--- src/rtl/spi_pkg.sv ---
// Shared types and command-byte field positions for the SPI slave mux.
package spi_pkg;

  typedef enum logic [2:0] {
    ST_IDLE,
    ST_CMD,
    ST_WR_DATA,
    ST_RD_DATA,
    ST_WAIT_SS
  } spi_state_t;

  localparam int unsigned CMD_W      = 8;
  localparam int unsigned CMD_WR_BIT = 7;
  localparam int unsigned ADDR_MSB   = 6;
  localparam int unsigned ADDR_LSB   = 0;
  localparam int unsigned ADDR_W     = ADDR_MSB - ADDR_LSB + 1;
  localparam int unsigned CNT_W      = 6;

endpackage

--- src/rtl/spi_slave_mux_edge_sync.sv ---
// Two-flop synchronisers for the SPI pins plus one delay stage for edge detection.
module spi_edge_sync #(
  parameter int unsigned CPOL = 0
) (
  input  logic clk,
  input  logic n_rst,
  input  logic i_sclk,
  input  logic i_ss_n,
  input  logic i_mosi,
  output logic o_sample_edge,
  output logic o_shift_edge,
  output logic o_ss_start,
  output logic o_ss_end,
  output logic o_mosi
);

  localparam logic SCLK_IDLE = (CPOL != 0);

  // [0] first sync stage, [1] synchronised value, [2] previous synchronised value
  logic [2:0] r_sclk;
  logic [2:0] r_ss;
  logic [1:0] r_mosi;
  logic       w_rise;
  logic       w_fall;

  // Reset to pin idle levels so no spurious edge appears after reset.
  always_ff @(posedge clk) begin
    if (!n_rst) begin
      r_sclk <= {3{SCLK_IDLE}};
      r_ss   <= '1;
      r_mosi <= '0;
    end else begin
      r_sclk <= {r_sclk[1:0], i_sclk};
      r_ss   <= {r_ss[1:0], i_ss_n};
      r_mosi <= {r_mosi[0], i_mosi};
    end
  end

  assign w_rise        = r_sclk[1] & ~r_sclk[2];
  assign w_fall        = ~r_sclk[1] & r_sclk[2];
  assign o_sample_edge = SCLK_IDLE ? w_fall : w_rise;
  assign o_shift_edge  = SCLK_IDLE ? w_rise : w_fall;
  assign o_ss_start    = ~r_ss[1] & r_ss[2];
  assign o_ss_end      = r_ss[1] & ~r_ss[2];
  assign o_mosi        = r_mosi[1];

endmodule

--- src/rtl/spi_slave_mux.sv ---
// SPI slave: command byte selects a channel read or an addressed config write.
module spi_slave_mux
  import spi_pkg::*;
#(
  parameter int unsigned NUM_CH = 3,
  parameter int unsigned DATA_W = 16,
  parameter int unsigned CPOL   = 0,
  parameter int unsigned CFG_AW = 3
) (
  input  logic                     clk,
  input  logic                     n_rst,
  input  logic                     sclk_in,
  input  logic                     ss_n_in,
  input  logic                     mosi_in,
  output logic                     miso_out,
  input  logic [NUM_CH*DATA_W-1:0] chan_data_in,
  input  logic [NUM_CH-1:0]        chan_load_in,
  output logic [7:0]               cfg_data_out,
  output logic [CFG_AW-1:0]        cfg_addr_out,
  output logic                     cfg_valid_out,
  output logic [NUM_CH-1:0]        new_flags_out,
  output logic                     irq_out,
  output logic                     frame_err_out
);

  spi_state_t        r_state, w_state_n;
  logic [CNT_W-1:0]  r_bit_cnt, w_cnt_n;
  logic [CMD_W-1:0]  r_cmd, w_cmd_n, w_cmd_cur;
  logic [7:0]        r_wr_data, w_wr_n, w_wr_cur;
  logic [DATA_W-1:0] r_tx_sr, w_tx_n, w_snap;
  logic              r_skip, w_skip_n;
  logic              r_cfg_valid, w_cfg_valid_n;
  logic [CFG_AW-1:0] r_cfg_addr, w_cfg_addr_n;
  logic [7:0]        r_cfg_data, w_cfg_data_n;
  logic              r_frame_err, w_err_n;
  logic [NUM_CH-1:0] r_flags, w_flags_n, w_clr, w_hit;
  logic              r_irq;
  logic [ADDR_W-1:0] w_addr;
  logic [2:0]        w_bit_idx;

  logic w_sample, w_shift, w_ss_start, w_ss_end, w_mosi;

  spi_edge_sync #(.CPOL(CPOL)) u_sync (
    .clk           (clk),
    .n_rst         (n_rst),
    .i_sclk        (sclk_in),
    .i_ss_n        (ss_n_in),
    .i_mosi        (mosi_in),
    .o_sample_edge (w_sample),
    .o_shift_edge  (w_shift),
    .o_ss_start    (w_ss_start),
    .o_ss_end      (w_ss_end),
    .o_mosi        (w_mosi)
  );

  // Bytes are filled by bit index (MSB first) so the completed byte is visible
  // combinationally in the cycle of its 8th sample edge.
  assign w_bit_idx = 3'(CMD_W - 1) - r_bit_cnt[2:0];

  always_comb begin
    w_cmd_cur            = r_cmd;
    w_cmd_cur[w_bit_idx] = w_mosi;
    w_wr_cur             = r_wr_data;
    w_wr_cur[w_bit_idx]  = w_mosi;
  end

  assign w_addr = w_cmd_cur[ADDR_MSB:ADDR_LSB];

  always_comb begin
    w_snap = '0;
    w_hit  = '0;
    for (int unsigned k = 0; k < NUM_CH; k++) begin
      if (w_addr == ADDR_W'(k)) begin
        w_snap   = chan_data_in[k*DATA_W +: DATA_W];
        w_hit[k] = 1'b1;
      end
    end
  end

  always_comb begin
    w_state_n     = r_state;
    w_cnt_n       = r_bit_cnt;
    w_cmd_n       = r_cmd;
    w_wr_n        = r_wr_data;
    w_tx_n        = r_tx_sr;
    w_skip_n      = r_skip;
    w_cfg_valid_n = 1'b0;
    w_cfg_addr_n  = r_cfg_addr;
    w_cfg_data_n  = r_cfg_data;
    w_err_n       = 1'b0;
    w_clr         = '0;

    case (r_state)
      ST_IDLE: begin
        w_tx_n = '0;
        if (w_ss_start) begin
          w_state_n = ST_CMD;
          w_cnt_n   = '0;
          w_cmd_n   = '0;
        end
      end
      ST_CMD: begin
        if (w_ss_end) begin
          w_state_n = ST_IDLE;
          w_err_n   = 1'b1;
          w_cnt_n   = '0;
          w_tx_n    = '0;
        end else if (w_sample) begin
          w_cmd_n = w_cmd_cur;
          w_cnt_n = r_bit_cnt + 1'b1;
          if (r_bit_cnt == CNT_W'(CMD_W - 1)) begin
            w_cnt_n = '0;
            if (w_cmd_cur[CMD_WR_BIT]) begin
              w_state_n = ST_WR_DATA;
              w_wr_n    = '0;
            end else begin
              w_state_n = ST_RD_DATA;
              w_skip_n  = 1'b1;
              if (|w_hit) begin
                w_tx_n = w_snap;
                w_clr  = w_hit;
              end else begin
                w_tx_n  = '0;
                w_err_n = 1'b1;
              end
            end
          end
        end
      end
      ST_WR_DATA: begin
        if (w_ss_end) begin
          w_state_n = ST_IDLE;
          w_err_n   = 1'b1;
          w_cnt_n   = '0;
        end else if (w_sample) begin
          w_wr_n  = w_wr_cur;
          w_cnt_n = r_bit_cnt + 1'b1;
          if (r_bit_cnt == CNT_W'(7)) begin
            w_cnt_n       = '0;
            w_cfg_valid_n = 1'b1;
            w_cfg_addr_n  = r_cmd[CFG_AW-1:0];
            w_cfg_data_n  = w_wr_cur;
            w_state_n     = ST_WAIT_SS;
          end
        end
      end
      ST_RD_DATA: begin
        if (w_ss_end) begin
          w_state_n = ST_IDLE;
          w_err_n   = 1'b1;
          w_cnt_n   = '0;
          w_tx_n    = '0;
        end else if (w_shift) begin
          // The shift edge right after the load would discard the MSB before it is sampled.
          if (r_skip) w_skip_n = 1'b0;
          else        w_tx_n   = {r_tx_sr[DATA_W-2:0], 1'b0};
        end else if (w_sample) begin
          w_cnt_n = r_bit_cnt + 1'b1;
          if (r_bit_cnt == CNT_W'(DATA_W - 1)) begin
            w_cnt_n   = '0;
            w_state_n = ST_WAIT_SS;
          end
        end
      end
      ST_WAIT_SS: begin
        if (w_ss_end) begin
          w_state_n = ST_IDLE;
          w_cnt_n   = '0;
          w_tx_n    = '0;
        end
      end
      default: begin
        w_state_n = ST_IDLE;
        w_cnt_n   = '0;
        w_tx_n    = '0;
      end
    endcase
  end

  // A load in the snapshot cycle wins so the new value is still reported as unread.
  assign w_flags_n = (r_flags & ~w_clr) | chan_load_in;

  always_ff @(posedge clk) begin
    if (!n_rst) begin
      r_state     <= ST_IDLE;
      r_bit_cnt   <= '0;
      r_cmd       <= '0;
      r_wr_data   <= '0;
      r_tx_sr     <= '0;
      r_skip      <= 1'b0;
      r_cfg_valid <= 1'b0;
      r_cfg_addr  <= '0;
      r_cfg_data  <= '0;
      r_frame_err <= 1'b0;
      r_flags     <= '0;
      r_irq       <= 1'b0;
    end else begin
      r_state     <= w_state_n;
      r_bit_cnt   <= w_cnt_n;
      r_cmd       <= w_cmd_n;
      r_wr_data   <= w_wr_n;
      r_tx_sr     <= w_tx_n;
      r_skip      <= w_skip_n;
      r_cfg_valid <= w_cfg_valid_n;
      r_cfg_addr  <= w_cfg_addr_n;
      r_cfg_data  <= w_cfg_data_n;
      r_frame_err <= w_err_n;
      r_flags     <= w_flags_n;
      r_irq       <= |r_flags;
    end
  end

  assign miso_out      = r_tx_sr[DATA_W-1];
  assign cfg_valid_out = r_cfg_valid;
  assign cfg_addr_out  = r_cfg_addr;
  assign cfg_data_out  = r_cfg_data;
  assign frame_err_out = r_frame_err;
  assign new_flags_out = r_flags;
  assign irq_out       = r_irq;

endmodule

--- config.mk ---
export PLATFORM = sky130hd
export DESIGN_NAME = spi_slave_mux
export DESIGN_NICKNAME = d
export VERILOG_FILES = /design/src/rtl/spi_pkg.sv /design/src/rtl/spi_slave_mux_edge_sync.sv /design/src/rtl/spi_slave_mux.sv
export SDC_FILE = /design/constraint.sdc
export NUM_CORES = 1
export LEC_CHECK = 0
export ABC_AREA = 1
export BUFFER_PORTS_ARGS = -buffer_cell sky130_fd_sc_hd__buf_4
export CAP_MARGIN = 20
export CELL_PAD_IN_SITES_DETAIL_PLACEMENT = 1
export CELL_PAD_IN_SITES_GLOBAL_PLACEMENT = 1
export CORE_ASPECT_RATIO = 0.75
export CORE_MARGIN = 2
export CORE_UTILIZATION = 35
export DETAILED_ROUTE_END_ITERATION = 8
export HOLD_SLACK_MARGIN = 0.1
export PLACE_DENSITY = 0.86
export SLEW_MARGIN = 20
export SYNTH_ARGS = -nofsm -noshare
export SYNTH_HDL_FRONTEND = slang
export SYNTH_SLANG_ARGS = --single-unit
export TNS_END_PERCENT = 1
--- constraint.sdc ---
create_clock -name clk -period 1.58 [get_ports clk]
set_clock_uncertainty 0.05 [all_clocks]
set_input_delay 0.079 -clock clk [delete_from_list [all_inputs] [get_ports clk]]
set_output_delay 0.079 -clock clk [all_outputs]
set_load 0.05 [all_outputs]
* Word level (Yosys, flattened, before mapping)
Cells that the tools add are included.
Widths: inputs -> output; s select.
** Word-level totals
- Register bits :: 67
- Input bits :: 56
- Output and inout bits :: 18
- Word-level logic and storage cells :: 158
** Operators by class
- Add/subtract/negate cells :: 2
- Order comparisons :: 2
- Equal/unequal tests :: 30
- Multiplexer cells :: 76
- Bitwise logic cells :: 15
- Reduce and logical (&&, ||, !) cells :: 18
** Operators with widths (count)
- $mux 16 :: 12
- $mux 8 :: 9
- $pmux 16 s4 :: 1
- $mux 3 :: 18
- $mux 6 :: 9
- $pmux 8 s2 :: 2
- $pmux 6 s4 :: 1
- $reduce_and 7->1 :: 3
- $mux 1 :: 18
- $bwmux 8 :: 2
- $ne 3x1->1 const B :: 5
- $ne 3x2->1 const B :: 5
- $pmux 3 s5 :: 1
- $ne 2x2->1 const B :: 6
- $ne 2x1->1 const B :: 5
- $reduce_and 9->1 :: 1
- $not 1->1 :: 8
- $reduce_and 4->1 :: 2
- $eq 7x1->1 const B :: 1
- $eq 7x2->1 const B :: 1
- $logic_not 7->1 :: 1
- $add 6x1->6 const B :: 1
- $eq 3x2->1 const B :: 2
- $eq 6x3->1 const B :: 1
- other kinds (20) :: 28

* Logic depth before layout (Yosys ltp)
- Depth after elaboration :: 18
- Mapped depth :: 15
- Mapped depth without buffers :: 14

* Modules after synthesis
A second synthesis with hierarchy kept.
** Unflattened totals
- Cell total of the unflattened synthesis :: 544
- Area total of the unflattened synthesis :: 3868.7 um^2
** By module, submodules not included
- spi_slave_mux :: instances 1, cells an instance 512, area each 3617.2 um^2, seq. area each 1181.1 um^2
- spi_edge_sync :: instances 1, cells an instance 32, area each 251.5 um^2, seq. area each 160.2 um^2

* Worst setup path after synthesis
No wires, ideal clock.
- Path type :: reg-to-reg
- Start point :: register r_bit_cnt[1]
- End point :: register r_tx_sr[0]
- Setup time :: 0.133 ns
- Arrival time :: 1.554 ns
- Required time :: 1.397 ns
- Path slack :: -0.157 ns
- Cell stages (with the launch flop) :: 13
- Buffers on the path :: 2
- Period minus slack after synthesis :: 1.737 ns
- Path through :: dfxtp_1 buf_6 nand3_4 nand2_2 nand2_2 nor2_4 nand2_4 nor2_4 buf_8 inv_1 o21ai_1 nand3b_1 a21oi_1
** Between the ends
- Longest elaborated chain between the ends :: 16
- Elaborated cells on any way between the ends :: 27
- Classes of those cells :: 1 x add/sub; 2 x order compare; 5 x eq/ne; 15 x mux; 4 x reduce/logical
** RTL lines
- start, declared :: RTL line spi_slave_mux.sv:27 : logic [CNT_W-1:0] r_bit_cnt, w_cnt_n;
- start signal, assigned :: RTL line spi_slave_mux.sv:199 : r_bit_cnt <= w_cnt_n;
- $sub 3x3->3 :: RTL line spi_slave_mux.sv:58 : assign w_bit_idx = 3'(CMD_W - 1) - r_bit_cnt[2:0];
- $lt 3x4->1 (not written as such) / $ge 3x1->1 (equally long branches) :: RTL line spi_slave_mux.sv:62 : w_cmd_cur[w_bit_idx] = w_mosi;
- $logic_and 1x1->1 (not written as such) :: RTL line spi_slave_mux.sv:62
- $mux 1 (not written as such) :: RTL line spi_slave_mux.sv:62
- $demux 1 s3 :: RTL line spi_slave_mux.sv:62
- $bwmux 8 :: RTL line spi_slave_mux.sv:62
- $logic_not 7->1 :: RTL line spi_slave_mux.sv:73 : if (w_addr == ADDR_W'(k)) begin
- $mux 16 (3 in series) :: RTL line spi_slave_mux.sv:73
- $mux 16 :: RTL line spi_slave_mux.sv:119 : if (|w_hit) begin
- $mux 16 :: RTL line spi_slave_mux.sv:113 : if (w_cmd_cur[CMD_WR_BIT]) begin
- $mux 16 :: RTL line spi_slave_mux.sv:111 : if (r_bit_cnt == CNT_W'(CMD_W - 1)) begin
- $mux 16 :: RTL line spi_slave_mux.sv:108 : end else if (w_sample) begin
- $mux 16 :: RTL line spi_slave_mux.sv:103 : if (w_ss_end) begin
- $pmux 16 s4 :: RTL line spi_slave_mux.sv:93 : case (r_state)
- end signal, assigned :: RTL line spi_slave_mux.sv:202 : r_tx_sr <= w_tx_n;
- end, declared :: RTL line spi_slave_mux.sv:30 : logic [DATA_W-1:0] r_tx_sr, w_tx_n, w_snap;
Parallel ways exist; a longest one is shown, timed or not. The select of a mux whose other input is x is not followed.
A chain may end at the register's enable or synchronous reset.

* Worst setup path after layout
- Start point :: register r_bit_cnt[0]
- End point :: register r_tx_sr[2]
The elaborated chain is that of the path after synthesis.

==> flow_metrics.tcl <==
set metrics [dict create \
    status "complete, but fails checks" \
    violations "setup timing" \
    maxCapViolations 0 \
    nFillCells 1259 \
    fin_crit_ns 2.25 \
    totalWireLength_um 18000 \
    dp.cells 800 \
    grt.total_usage_pct 29.9 \
    dp_hpwl_um 9630 \
    setup_ws_ns -0.667 \
    synth_area_per_cell_sq_um 6.89 \
    fmax_mhz 445 \
    dieWidth_um 122 \
    post-route-period-util_pct 142 \
    start_util_pct 35.7 \
    layout.cells.non_filler 842 \
    grt_setup_unrepaired "true" \
    drive_above_1_share_pct 46.3 \
    clock_sinks 67 \
    most-common-layout-cells "buf_4, nand2_1, dfxtp_1, nand2_2, inv_1" \
    area.growth.synth_to_final_pct 59.2 \
    leakage_nw 2.67 \
    drc 0 \
    power_density_nw_per_um2 1090 \
    synth_cell_types 35 \
    path_max_fanout 6 \
    grt_max_degree 32 \
    path_class "flip-flop to flip-flop" \
    ys.flop_type "dfxtp_1" \
    clkTransAtPathRegs_ns 0.06 \
    clock_latency_ns 0.36 \
    fp.dieH_um 92.4 \
    async_flop_share_pct 0 \
    ys_ff_latch 67 \
    antenna_found_initial 0 \
    drv_slew 0 \
    mostFrequentLayoutCell "buf_4" \
    grt_pass1_vias 4799 \
    die_area_sq_um 11300 \
    cts_made_buffers 9 \
    setup_viol 57 \
    grt_overflow 0 \
    synthTopCellsByArea "dfxtp_1, nand2_1, a21oi_1" \
    cts_tree "done" \
    cts_root_buf "clkbuf_16" \
    cts_buffer_depth 2 \
    synthCells 530 \
    grtUsageMet3_pct 6.34 \
    syn_area_sq_um 3650 \
    cts-htree-levels 3 \
    irDropWorstVdd_mv 0.993 \
    ant_nets 0 \
    syn-num-nets 587 \
    critPathCaptureType "flip-flop" \
    min_path_type "primary input to flip-flop" \
    first_pass_iters 4 \
    crit_required_ns 1.80 \
    cp-start-kind "flip-flop" \
    wl_per_cell_um 21.4 \
    grt_util_met1_pct 34.3 \
    nNetsFinal 758 \
    core_area_sq_um 10200 \
    ys_warn_count 0 \
    io_buffers 73 \
    routed_via_density 5.48 \
    synth_edf_count 0 \
    utilization_pct 56.9 \
    slew_headroom_pct 63.7 \
    globalRoute.busiestLayer "met2" \
    worstPathArrival_ns 2.47 \
    gp_congestion 0.889 \
    hold_viol_final 0 \
    num_vias 4613 \
    io_pins 74 \
    synth_top_area_share_pct 36.8 \
    fp-row-count 32 \
    synth_top_cell_by_area "dfxtp_1" \
    grt_pass1_wl_um 25700 \
    drtIter0Drc 407 \
    grt_util_met2_pct 52.5 \
    worst_slew_pin_slew_ns 0.544 \
    dp_slack_ns -0.560 \
    ys_seq_area_share_pct 36.8 \
    diodes 0 \
]
## per-stage QoR
step | hold slack, ns | power, mW | TNS [ns] | cell area, sq um
after global placement | 0.214 | 3.66 | -15.27 | 4910
after CTS | 0.101 | 6.04 | -14.20 | 5610
after floorplan | 0.127 | 2.85 | -2.66 | 3650
after detailed placement | 0.218 | 3.78 | -21.30 | 4910
after global routing | 0.139 | 6.50 | -25.28 | 5810
final | 0.106 | 6.32 | -22.72 | 5810
## report_power, final
group | internal [mW] | leakage [nW] | total [mW] | switching (mW)
combinational | 0.860 | 1.97 | 2.35 | 1.49
sequential | 1.76 | 0.546 | 1.82 | 0.0636
clock | 1.25 | 0.148 | 2.15 | 0.900
## sequential cells by signal (all words and copies together) (netlist names), 3 cells and up
name	cells
cfg_data_out	8
u_sync.r_ss	3
r_state	3
u_sync.r_sclk	3
r_cmd	8
cfg_addr_out	3
r_tx_sr	16
r_bit_cnt	6
r_wr_data	8
new_flags_out	3
## repair_timing
action / in CTS / in global routing
resized for setup: 59 / 56
hold endpoints to repair: 7 / 0
cloned: 1 / 0
setup buffers: 15 / 5
hold buffers: 7 / 0
endpoints found under the setup margin: 58 / 58
pin swaps: 21 / 15
## path summary, 6_finish.rpt
path / end / cells past startpoint / slack, ns / from
setup / recovery: r_tx_sr[2] / 15 / -0.67 / r_bit_cnt[0]
hold / removal: u_sync.r_ss[1] / 3 / 0.11 / n_rst
setup reg to reg: r_tx_sr[2] / 15 / -0.67 / r_bit_cnt[0]
hold reg to reg: u_sync.r_ss[1] / 1 / 0.36 / u_sync.r_ss[0]
## critical path, cell delays in order (launching register included)
cell and delay, ns:
dfxtp_4 0.42, buf_4 0.16, nand2_1 0.11, nand2_2 0.11
nand2_2 0.10, nor2_4 0.14, nand2_4 0.09, buf_4 0.15
nor2_4 0.14, buf_6 0.15, nand2_1 0.07, nand3_2 0.08
nand3_2 0.05, nand2_1 0.10, nand2_1 0.06, a21oi_1 0.18
## logic make-up after synthesis
kind of cell	share of synthesized area [%]
and+or+nand+nor	38.9
AOI/OAI and AO/OA	14.3
buffers and inverters	9.39
DFF	36.8
xor gates and xnor gates	0.240
adders and majority gates	0.343
## cells in the mapped netlist (3+ instances only)
cell type	number
nand3_2	13
buf_6	5
a21oi_1	38
o21ai_0	23
nand2_1	165
nand4_1	8
nor2_4	5
dfxtp_1	67
inv_1	47
nand3b_1	3
nand3_1	32
or2_2	3
nor2_1	45
buf_4	3
nand2_2	17
clkbuf_1	9
buf_2	5
a211oi_1	9
a21oi_2	8
nor3_1	3
## final cells by class
class	instances	area, sq um	area share [%]
multi-input combinational	390	2240	38.5
inverter	50	209	3.60
timing repair buffer	183	1530	26.4
clock buffer	9	225	3.88
clock inverter	7	81.3	1.40
tap	136	170	2.93
sequential	67	1360	23.3
## routing by layer
layer,up-vias,part of all wire [%]
li1,2056,-
met1,2252,40
met2,231,49
met3,74,6.4
met4,0,4.6
met5,-,0
No activity file was read; power rests on OpenSTA's default activity.
